===== config.mk =====
export PLATFORM = sky130hd
export DESIGN_NAME = dram_burst_ctrl
export DESIGN_NICKNAME = d
export VERILOG_FILES = /design/src/rtl/dram_burst_ctrl.sv
export SDC_FILE = /design/constraint.sdc
export NUM_CORES = 1
export LEC_CHECK = 0
export BUFFER_PORTS_ARGS = -buffer_cell sky130_fd_sc_hd__buf_4
export CAP_MARGIN = 20
export CORE_AREA = 2 2 146 148
export CTS_CLUSTER_SIZE = 28
export DETAILED_ROUTE_END_ITERATION = 7
export DIE_AREA = 0 0 148 150
export SETUP_SLACK_MARGIN = 0.2
export SLEW_MARGIN = 30
export SYNTH_ARGS = -nofsm -noshare
export SYNTH_HDL_FRONTEND = slang
export SYNTH_SLANG_ARGS = --single-unit

===== constraint.sdc =====
create_clock -name clk -period 2.1 [get_ports clk]
set_input_delay 0.21 -clock clk [delete_from_list [all_inputs] [get_ports clk]]
set_output_delay 0.21 -clock clk [all_outputs]
set_load 0.02 [all_outputs]

===== src/rtl/dram_burst_ctrl.sv =====
// Two-requester round-robin burst controller in front of the DRAM array.
// One grant covers one BURST_LEN-beat read or write burst at incrementing addresses.
module dram_burst_ctrl #(
   parameter int ADDR_W    = 13,
   parameter int DATA_W    = 64,
   parameter int BURST_LEN = 8
) (
   input  logic              clk,
   input  logic              rst,
   input  logic [1:0]        req,
   input  logic [1:0]        req_we,
   input  logic [ADDR_W-1:0] req_addr0,
   input  logic [ADDR_W-1:0] req_addr1,
   input  logic [DATA_W-1:0] wdata0,
   input  logic [DATA_W-1:0] wdata1,
   output logic [1:0]        gnt,
   output logic              wdata_pull,
   output logic              rdata_valid,
   output logic              rdata_id,
   output logic [DATA_W-1:0] rdata,
   output logic              done,
   output logic              busy,
   output logic              mem_en,
   output logic              mem_we,
   output logic [ADDR_W-1:0] mem_addr,
   output logic [DATA_W-1:0] mem_wdata,
   input  logic [DATA_W-1:0] mem_rdata
);

   localparam int CNT_W = (BURST_LEN > 1) ? $clog2(BURST_LEN) : 1;

   typedef enum logic [1:0] {S_IDLE, S_BURST, S_DRAIN, S_DONE} state_t;

   state_t              state_q, state_d;
   logic [CNT_W-1:0]    beat_q, beat_d;
   logic [ADDR_W-1:0]   base_q, base_d;
   logic                dir_q, dir_d;
   logic                id_q, id_d;
   logic                prio_q, prio_d;
   logic                rvld_q, rvld_d;
   logic                win;
   logic                last_beat;

   // prio_q names the requester that wins a tie; it flips away from whoever finished last
   assign win       = (req == 2'b11) ? prio_q : req[1];
   assign last_beat = (beat_q == CNT_W'(BURST_LEN - 1));

   always_ff @(posedge clk or posedge rst) begin
      if (rst) begin
         state_q <= S_IDLE;
         beat_q  <= '0;
         base_q  <= '0;
         dir_q   <= 1'b0;
         id_q    <= 1'b0;
         prio_q  <= 1'b0;
         rvld_q  <= 1'b0;
      end else begin
         state_q <= state_d;
         beat_q  <= beat_d;
         base_q  <= base_d;
         dir_q   <= dir_d;
         id_q    <= id_d;
         prio_q  <= prio_d;
         rvld_q  <= rvld_d;
      end
   end

   always_comb begin
      state_d = state_q;
      beat_d  = beat_q;
      base_d  = base_q;
      dir_d   = dir_q;
      id_d    = id_q;
      prio_d  = prio_q;
      case (state_q)
         S_IDLE: begin
            if (req != 2'b00) begin
               base_d  = win ? req_addr1 : req_addr0;
               dir_d   = req_we[win];
               id_d    = win;
               beat_d  = '0;
               state_d = S_BURST;
            end
         end
         S_BURST: begin
            beat_d = beat_q + 1'b1;
            if (last_beat) begin
               beat_d  = '0;
               state_d = dir_q ? S_DONE : S_DRAIN;
            end
         end
         S_DRAIN: state_d = S_DONE;
         S_DONE: begin
            prio_d  = ~id_q;
            state_d = S_IDLE;
         end
         default: state_d = S_IDLE;
      endcase
   end

   assign busy       = (state_q != S_IDLE);
   assign gnt        = busy ? (id_q ? 2'b10 : 2'b01) : 2'b00;
   assign done       = (state_q == S_DONE);
   assign mem_en     = (state_q == S_BURST);
   assign mem_we     = mem_en & dir_q;
   assign mem_addr   = mem_en ? (base_q + ADDR_W'(beat_q)) : '0;
   assign wdata_pull = mem_we;
   assign mem_wdata  = mem_we ? (id_q ? wdata1 : wdata0) : '0;

   // The array answers one cycle after the strobe, so the valid flag trails mem_en by one register
   assign rvld_d      = mem_en & ~mem_we;
   assign rdata_valid = rvld_q;
   assign rdata       = rvld_q ? mem_rdata : '0;
   assign rdata_id    = rvld_q & id_q;

endmodule


==> results of run 1 <==
## synthesized netlist by cell type (2+ instances only)
library cell	count
sky130_fd_sc_hd__nand2_1	23
sky130_fd_sc_hd__xnor2_1	4
sky130_fd_sc_hd__nand4_1	4
sky130_fd_sc_hd__clkbuf_1	16
sky130_fd_sc_hd__nand2b_1	2
sky130_fd_sc_hd__nand3_1	2
sky130_fd_sc_hd__mux2i_1	79
sky130_fd_sc_hd__nor2b_1	3
sky130_fd_sc_hd__buf_2	8
sky130_fd_sc_hd__dfrtp_1	22
sky130_fd_sc_hd__and2_1	76
sky130_fd_sc_hd__a22o_1	3
sky130_fd_sc_hd__nor2_1	68
sky130_fd_sc_hd__buf_1	3
sky130_fd_sc_hd__ha_1	8
sky130_fd_sc_hd__a21oi_1	6
sky130_fd_sc_hd__xor2_1	4
sky130_fd_sc_hd__o21ai_0	20
sky130_fd_sc_hd__buf_4	3
sky130_fd_sc_hd__inv_1	7
## path summary, 6_finish.rpt
path	start	end	depth (start not counted)
worst max-delay path	beat_q[0]$_DFFE_PP0P_	mem_addr[12]	7
worst min-delay path	req_addr1[6]	base_q[6]$_DFFE_PP0P_	3
worst max register to register	state_q[0]$_DFFE_PP0P_	beat_q[1]$_DFFE_PP0P_	4
worst min register to register	dir_q$_DFFE_PP0P_	rdata_valid$_DFF_PP0_	1
max in group asynchronous	rst	beat_q[1]$_DFFE_PP0P_	4
min in group asynchronous	rst	id_q$_DFFE_PP0P_	3
## critical path: stages (launching register included)
cell	delay, ps
sky130_fd_sc_hd__dfrtp_1	350
sky130_fd_sc_hd__ha_2	200
sky130_fd_sc_hd__fa_2	220
sky130_fd_sc_hd__a21o_1	200
sky130_fd_sc_hd__nand3_4	110
sky130_fd_sc_hd__or3_4	340
sky130_fd_sc_hd__a21boi_2	120
sky130_fd_sc_hd__buf_4	150
## power groups by stage
stage	Sequential, mW	Combinational (mW)	Clock [mW]
after CTS	0.936	5.39	0.549
after detailed placement	0.934	5.15	0
after global routing	0.982	6.11	0.566
final	0.931	5.66	0.539
after global placement	0.924	5.14	0
after floorplan	0.815	3.13	0
## flip-flops by register name, summed over array words and instances, names as in the netlist
| signal | cells |
|---|---|
| base_q | 13 |
| rdata_valid | 1 |
| state_q | 2 |
| beat_q | 3 |
| dir_q | 1 |
| id_q | 1 |
| prio_q | 1 |
## layer usage
layer | up-vias | GRT usage [%]
li1 | 1988 | -
met1 | 1787 | 13.5
met2 | 200 | 20.0
met3 | 7 | 2.16
met4 | 0 | 1.43
met5 | - | 0
## cell families after synthesis
kind of cell / after synthesis / synth area share (%)
simple gates: 182 / 32.7
fa+ha+maj: 9 / 4.25
compound gates: 35 / 7.44
mux: 79 / 28.0
flops: 22 / 19.5
xor+xnor: 8 / 2.48
buf+inv: 37 / 5.67
## layout make-up
type	count	area (µm²)
fill	2173	14300
timing repair buffer	403	3140
multi-input combinational	313	2220
sequential	22	556
tap	275	344
clock buffer	3	75.1
clock inverter	1	30.0
inverter	7	30.0
## timing repair
item                                    4_1_cts  5_1_grt
endpoints found under the setup margin       11       20
gates resized for setup                      18       10
buffers inserted                              8        6
hold endpoints to repair                      8        0
cloned                                        0        4
hold buffers                                  1        0
pin swaps                                    13        7
## stage by stage
step	utilization [%]	setup TNS [ps]
3_3_place_gp	28.8	0
6_report	30.9	-229
3_5_place_dp	28.8	0
5_1_grt	30.9	-869
2_1_floorplan	-	0
4_1_cts	30.1	-188
==> impl_summary.log, run 1 <==
INFO  metric status = finished, violations left
INFO  metric violated_checks = setup timing
INFO  metric peakVddDrop = 0.435 mV
INFO  metric endpoint_kind = output pin
INFO  metric tritoncts.num_buffers = 3
INFO  metric area_delta_synth_final = 126%
INFO  metric level_count_of_the_clock_h_tree = 1
INFO  metric clock_skew = 4.61 ps
INFO  metric fin_hold_ws = 231 ps
INFO  metric post_synth_instance_area = ~2800 µm²
INFO  metric overflow = 0
INFO  metric number_of_synthesized_flops_with_an_enable_pin = 0
INFO  metric data_required_critical_path = around 1900 ps
INFO  metric power.total = between 7 and 8 mW
INFO  metric achievable-frequency = 461 MHz
INFO  metric clk_tree_root_cell = sky130_fd_sc_hd__clkbuf_16
INFO  metric final-setup-viol-count = 7
INFO  metric number_of_warnings_reported_in_the_yosys_synthesis_log = 0
INFO  metric synth_area_leaders = sky130_fd_sc_hd__mux2i_1, sky130_fd_sc_hd__dfrtp_1, sky130_fd_sc_hd__and2_1, sky130_fd_sc_hd__nor2_1, sky130_fd_sc_hd__ha_1
INFO  metric critical_path_type = register to output pin
INFO  metric cts_num_sinks = 22
INFO  metric grt_pass1_wl = approximately 19000 µm
INFO  metric cp_max_fo = 5
INFO  metric hold_class = primary input to register
INFO  metric final_design_area_no_fill = around 6400 µm²
INFO  metric clock_power_share = under 10%
INFO  metric leakage = between 3 and 4 nW
INFO  metric clock_insertion_delay_worst_skew = 260 ps
INFO  metric floorplan_core_area = ~21000 µm²
INFO  metric slew_violations = 0
INFO  metric topRoutingLayerUsed = met4
INFO  metric p_sw = roughly 3.4 mW
INFO  metric synth_sequential_area_ratio = around 20%
INFO  metric slew_hr = 65.5%
INFO  metric rsz0062_at_grt = yes
INFO  metric start_kind = register
INFO  metric synthesized_netlist_cell_count = approximately 370
INFO  metric dp_hpwl = between 10000 and 15000 µm
INFO  metric fp.dieW = 148 µm
INFO  metric drt_pre_antenna_iters = 4
INFO  metric vias_per_cell = ~3.9
INFO  metric min_period = ~2200 ps
INFO  metric finalWeightedCongestion = 0.764
INFO  metric detail-route-antenna-nets = 0
INFO  metric drt-met1-wl = 5860 µm
INFO  metric vias = between 3000 and 4000
INFO  metric instances_no_fill = roughly 1000
INFO  metric synth.distinct_cells = 31
INFO  metric die-height = ~150 µm
INFO  metric portion_of_the_clock_cycle_consumed_by_the_worst_path_in_the_final_layout = 103%
INFO  metric floorplan.die_area = 22200 µm²
INFO  metric wl = around 15000 µm
INFO  metric crit_path_dat = 1960 ps
INFO  metric layout-drive-gt1-share = a little under three fifths
INFO  metric num_io_pins = ~370
INFO  metric clkSlewWorstSetupHoldPaths = around 60 ps
INFO  metric timing_hold_violations_final = 0
INFO  metric grt_use_total = between 10% and 20%
INFO  metric deepest_clock_path_buffer_count = 2
INFO  metric final_common_cell = sky130_fd_sc_hd__buf_4
INFO  metric cell_pwr_density = around 1100 nW/µm²
INFO  metric placement.io_buffers = ~370
INFO  metric placed_cells_incl_taps = 1001
INFO  metric row_count = 53
INFO  metric synth_flop_cell = sky130_fd_sc_hd__dfrtp_1
INFO  metric p_int = about 3.7 mW
INFO  metric detailroute.wirelength.met3 = approximately 1200 µm
INFO  metric route.detailed.drc = 0
INFO  metric power_frac_comb = about four fifths
INFO  metric timing.max_cap.violations = 0
INFO  metric synthDominantCellAreaShare = between 20 and 30%
INFO  metric syn-mean-instance-area = around 7.6 µm²
INFO  metric yosys.area.top_type = sky130_fd_sc_hd__mux2i_1
INFO  metric route.detailed.wl_per_inst = ~14 µm
INFO  metric drt_iter0_drc = 115
INFO  metric placement.setup.worst_slack = approximately 110 ps
INFO  metric tritoncts = built
INFO  metric post_dp_cell_area = roughly 6000 µm²
INFO  metric initial_antenna_violation_count = 0
INFO  metric syn-num-nets = between 600 and 700
INFO  metric worst_pin_slew = 512 ps
INFO  metric grt_pass1_vias = 3565
INFO  metric postLayoutSetupSlackWorst = -70.1 ps
INFO  metric synthesized_flop_and_latch_total = 22
INFO  metric num_antenna_cells = 0
INFO  metric initial_core_utilization = between 10% and 20%
INFO  metric met2RoutedLength = 7510 µm
INFO  metric p_seq_share = 13.0%
INFO  metric synth-async-reset-ratio = 100%
INFO  metric grt_start_max_net_pins = 67
INFO  metric fin_nets = just under 1000
INFO  metric power.share.switching = about half
INFO  metric final_cell_mix = sky130_fd_sc_hd__buf_4, sky130_fd_sc_hd__mux2i_1, sky130_fd_sc_hd__and2_1, sky130_fd_sc_hd__nor2_1, sky130_fd_sc_hd__nand2_1
INFO  metric ff2ff_setup_slack = about 520 ps
No activity file was read; power rests on OpenSTA's default activity.
==> inputs of run 2 (changes only) <==
--- a/config.mk
+++ b/config.mk
@@ -8,10 +8,12 @@
 export BUFFER_PORTS_ARGS = -buffer_cell sky130_fd_sc_hd__buf_4
 export CAP_MARGIN = 20
 export CORE_AREA = 2 2 146 148
+export CTS_BUF_LIST = sky130_fd_sc_hd__clkbuf_8 sky130_fd_sc_hd__clkbuf_16
 export CTS_CLUSTER_SIZE = 28
 export DETAILED_ROUTE_END_ITERATION = 7
 export DIE_AREA = 0 0 148 150
 export SETUP_SLACK_MARGIN = 0.2
+export SKIP_CTS_REPAIR_TIMING = 1
 export SLEW_MARGIN = 30
 export SYNTH_ARGS = -nofsm -noshare
 export SYNTH_HDL_FRONTEND = slang
==> constraint.sdc (replaced) <==
create_clock -name clk -period 2.3 [get_ports clk]
set_input_delay 0.23 -clock clk [delete_from_list [all_inputs] [get_ports clk]]
set_output_delay 0.23 -clock clk [all_outputs]
set_load 0.02 [all_outputs]
==> impl_summary.log, run 2 (synthesis results as in run 1) <==
INFO  metric post_dp_cell_area = 6040 µm² (was 5950 µm²)
INFO  metric leakage = 3.35 nW (was 3.42 nW)
INFO  metric area_delta_synth_final = 119% (was 126%)
INFO  metric wl = 14300 µm (was 14600 µm)
INFO  metric registers.top_by_ff_count = base_q (unchanged)
INFO  metric clock_insertion_delay_worst_skew = 250 ps (was 260 ps)
INFO  metric initial_antenna_violation_count = 0 (unchanged)
INFO  metric crit_path_dat = 2030 ps (was 1960 ps)
INFO  metric floorplan.die_area = 22200 µm² (unchanged)
INFO  metric clock_skew = 1.78 ps (was 4.61 ps)
INFO  metric tritoncts.num_buffers = 3 (unchanged)
INFO  metric grt_start_max_net_pins = 39 (was 67)
INFO  metric final_cell_mix = sky130_fd_sc_hd__buf_4, sky130_fd_sc_hd__mux2i_1, sky130_fd_sc_hd__and2_1, sky130_fd_sc_hd__nor2_1, sky130_fd_sc_hd__nand2_1 (unchanged)
INFO  metric violated_checks = hold timing (was setup timing)
INFO  metric peakVddDrop = 0.480 mV (was 0.435 mV)
INFO  metric initial_core_utilization = 13.7% (unchanged)
INFO  metric endpoint_kind = output pin (unchanged)
INFO  metric route.detailed.drc = 0 (unchanged)
INFO  metric p_seq_share = 15.8% (was 13.0%)
INFO  metric vias_per_cell = 3.88 (was 3.89)
INFO  metric placement.io_buffers = 373 (unchanged)
INFO  metric clock_power_share = 5.9% (was 7.6%)
INFO  metric hold_class = primary input to async pin (was primary input to register)
INFO  metric clkSlewWorstSetupHoldPaths = 60 ps (about the same)
INFO  metric p_sw = 3.00 mW (was 3.44 mW)
INFO  metric vias = 3937 (was 3982)
INFO  metric p_int = 3.10 mW (was 3.69 mW)
INFO  metric drt_iter0_drc = 114 (was 115)
INFO  metric final_common_cell = sky130_fd_sc_hd__buf_4 (unchanged)
INFO  metric status = finished, violations left (unchanged)
INFO  metric achievable-frequency = between 400 and 500 MHz
INFO  metric data_required_critical_path = 2070 ps (was 1890 ps)
INFO  metric drt_pre_antenna_iters = 4 (unchanged)
INFO  metric final_design_area_no_fill = 6190 µm² (was 6390 µm²)
INFO  metric largest_registers = base_q: 13 flops, beat_q: 3 flops, state_q: 2 flops (unchanged)
INFO  metric cp_max_fo = 3 (was 5)
INFO  metric power.share.switching = 49.1% (was 48.2%)
INFO  metric timing_hold_violations_final = 9 (was 0)
INFO  metric timing.max_cap.violations = 0 (unchanged)
INFO  metric overflow = 0 (unchanged)
INFO  metric num_antenna_cells = 0 (unchanged)
INFO  metric level_count_of_the_clock_h_tree = 1 (unchanged)
INFO  metric start_kind = register (unchanged)
INFO  metric largest_register_ffs = 13 (unchanged)
INFO  metric floorplan_core_area = 20700 µm² (unchanged)
INFO  metric deepest_clock_path_buffer_count = 2 (unchanged)
INFO  metric row_count = 53 (unchanged)
INFO  metric num_io_pins = 374 (unchanged)
INFO  metric worst_pin_slew = 583 ps (was 512 ps)
INFO  metric tritoncts = built (unchanged)
INFO  metric power_frac_comb = 78.3% (was 79.4%)
INFO  metric clk_tree_root_cell = sky130_fd_sc_hd__clkbuf_16 (unchanged)
INFO  metric slew_violations = 0 (unchanged)
INFO  metric fp.dieW = 148 µm (unchanged)
INFO  metric rsz0062_at_grt = yes (unchanged)
INFO  metric cell_pwr_density = 986 nW/µm² (was 1120 nW/µm²)
INFO  metric slew_hr = 61.1% (was 65.5%)
INFO  metric grt_pass1_wl = 19500 µm (was 19400 µm)
INFO  metric critical_path_type = register to output pin (unchanged)
INFO  metric min_period = roughly 2300 ps
INFO  metric finish.utilization = 29.9% (was 30.9%)
INFO  metric detail-route-antenna-nets = 0 (unchanged)
INFO  metric dp_hpwl = 12200 µm (was 11600 µm)
INFO  metric final-setup-viol-count = 0 (was 7)
INFO  metric portion_of_the_clock_cycle_consumed_by_the_worst_path_in_the_final_layout = 98.3%
INFO  metric layout-drive-gt1-share = 55.1% (was 57.0%)
INFO  metric fin_nets = 974 (was 983)
INFO  metric die-height = 150 µm (unchanged)
INFO  metric finalWeightedCongestion = 0.787 (was 0.764)
INFO  metric route.detailed.wl_per_inst = 14.0 µm (was 14.3 µm)
INFO  metric fin_hold_ws = -17.2 ps (was 231 ps)
INFO  metric grt_pass1_vias = 3558 (was 3565)
INFO  metric cts_num_sinks = 22 (unchanged)
INFO  metric grt_use_total = 11.0% (was 10.9%)
run 2: critical path, stage by stage (launching register included):
cell and delay (ps):
sky130_fd_sc_hd__dfrtp_1 420, sky130_fd_sc_hd__ha_4 180, sky130_fd_sc_hd__fa_2 350, sky130_fd_sc_hd__a21o_1 240, sky130_fd_sc_hd__buf_4 140, sky130_fd_sc_hd__nand2_1 70, sky130_fd_sc_hd__xnor2_1 100, sky130_fd_sc_hd__and2_1 140
sky130_fd_sc_hd__buf_4 140
run 2: power by group through the flow:
stage	clock [mW]	sequential [mW]	combinational, mW
2_1_floorplan	0	0.744	2.86
3_3_place_gp	0	0.963	4.72
3_5_place_dp	0	0.973	4.73
4_1_cts	0.371	0.964	4.74
5_1_grt	0.382	1.01	5.20
6_report	0.358	0.964	4.78
run 2: final cells by class:
class / instances / area [µm²]
fillers: 2241 / 14500
repair buffers: 394 / 3020
multi-input cells: 313 / 2170
flip-flops and latches: 22 / 554
well taps: 275 / 344
clock buffers: 3 / 75.1
inverters: 7 / 26.3
clock inverters: 1 / 3.75
run 2: metal layers:
layer  up-vias  GRT usage, %  wire length, µm
met1      1773          13.7             5500
met2       190          19.8             7320
li1       1968             -                -
met3         6          2.71             1320
met5         -             0                0
met4         0          1.43              115
run 2: per-stage QoR:
step | setup TNS (ps) | total power, mW | cells | setup WS, ps
after global placement | 0 | 5.68 | 1009 | 309
final | 0 | 6.10 | 1015 | 38.5
after CTS | -17.4 | 6.08 | 1013 | -17.4
after detailed placement | 0 | 5.70 | 1009 | 276
after floorplan | 0 | 3.60 | 372 | 328
after global routing | -45.3 | 6.59 | 1015 | -39.9
run 2: final timing paths:
check / from / end / slack, ps / cells past startpoint
max: beat_q[0]$_DFFE_PP0P_ / mem_addr[4] / 40 / 8
min reg2reg: base_q[12]$_DFFE_PP0P_ / base_q[12]$_DFFE_PP0P_ / 520 / 2
min: rst / id_q$_DFFE_PP0P_ / -20 / 2
min in group clk: req_addr1[11] / base_q[11]$_DFFE_PP0P_ / 270 / 3
max reg2reg: state_q[0]$_DFFE_PP0P_ / base_q[7]$_DFFE_PP0P_ / 620 / 5
max in group asynchronous: rst / base_q[11]$_DFFE_PP0P_ / 1780 / 3
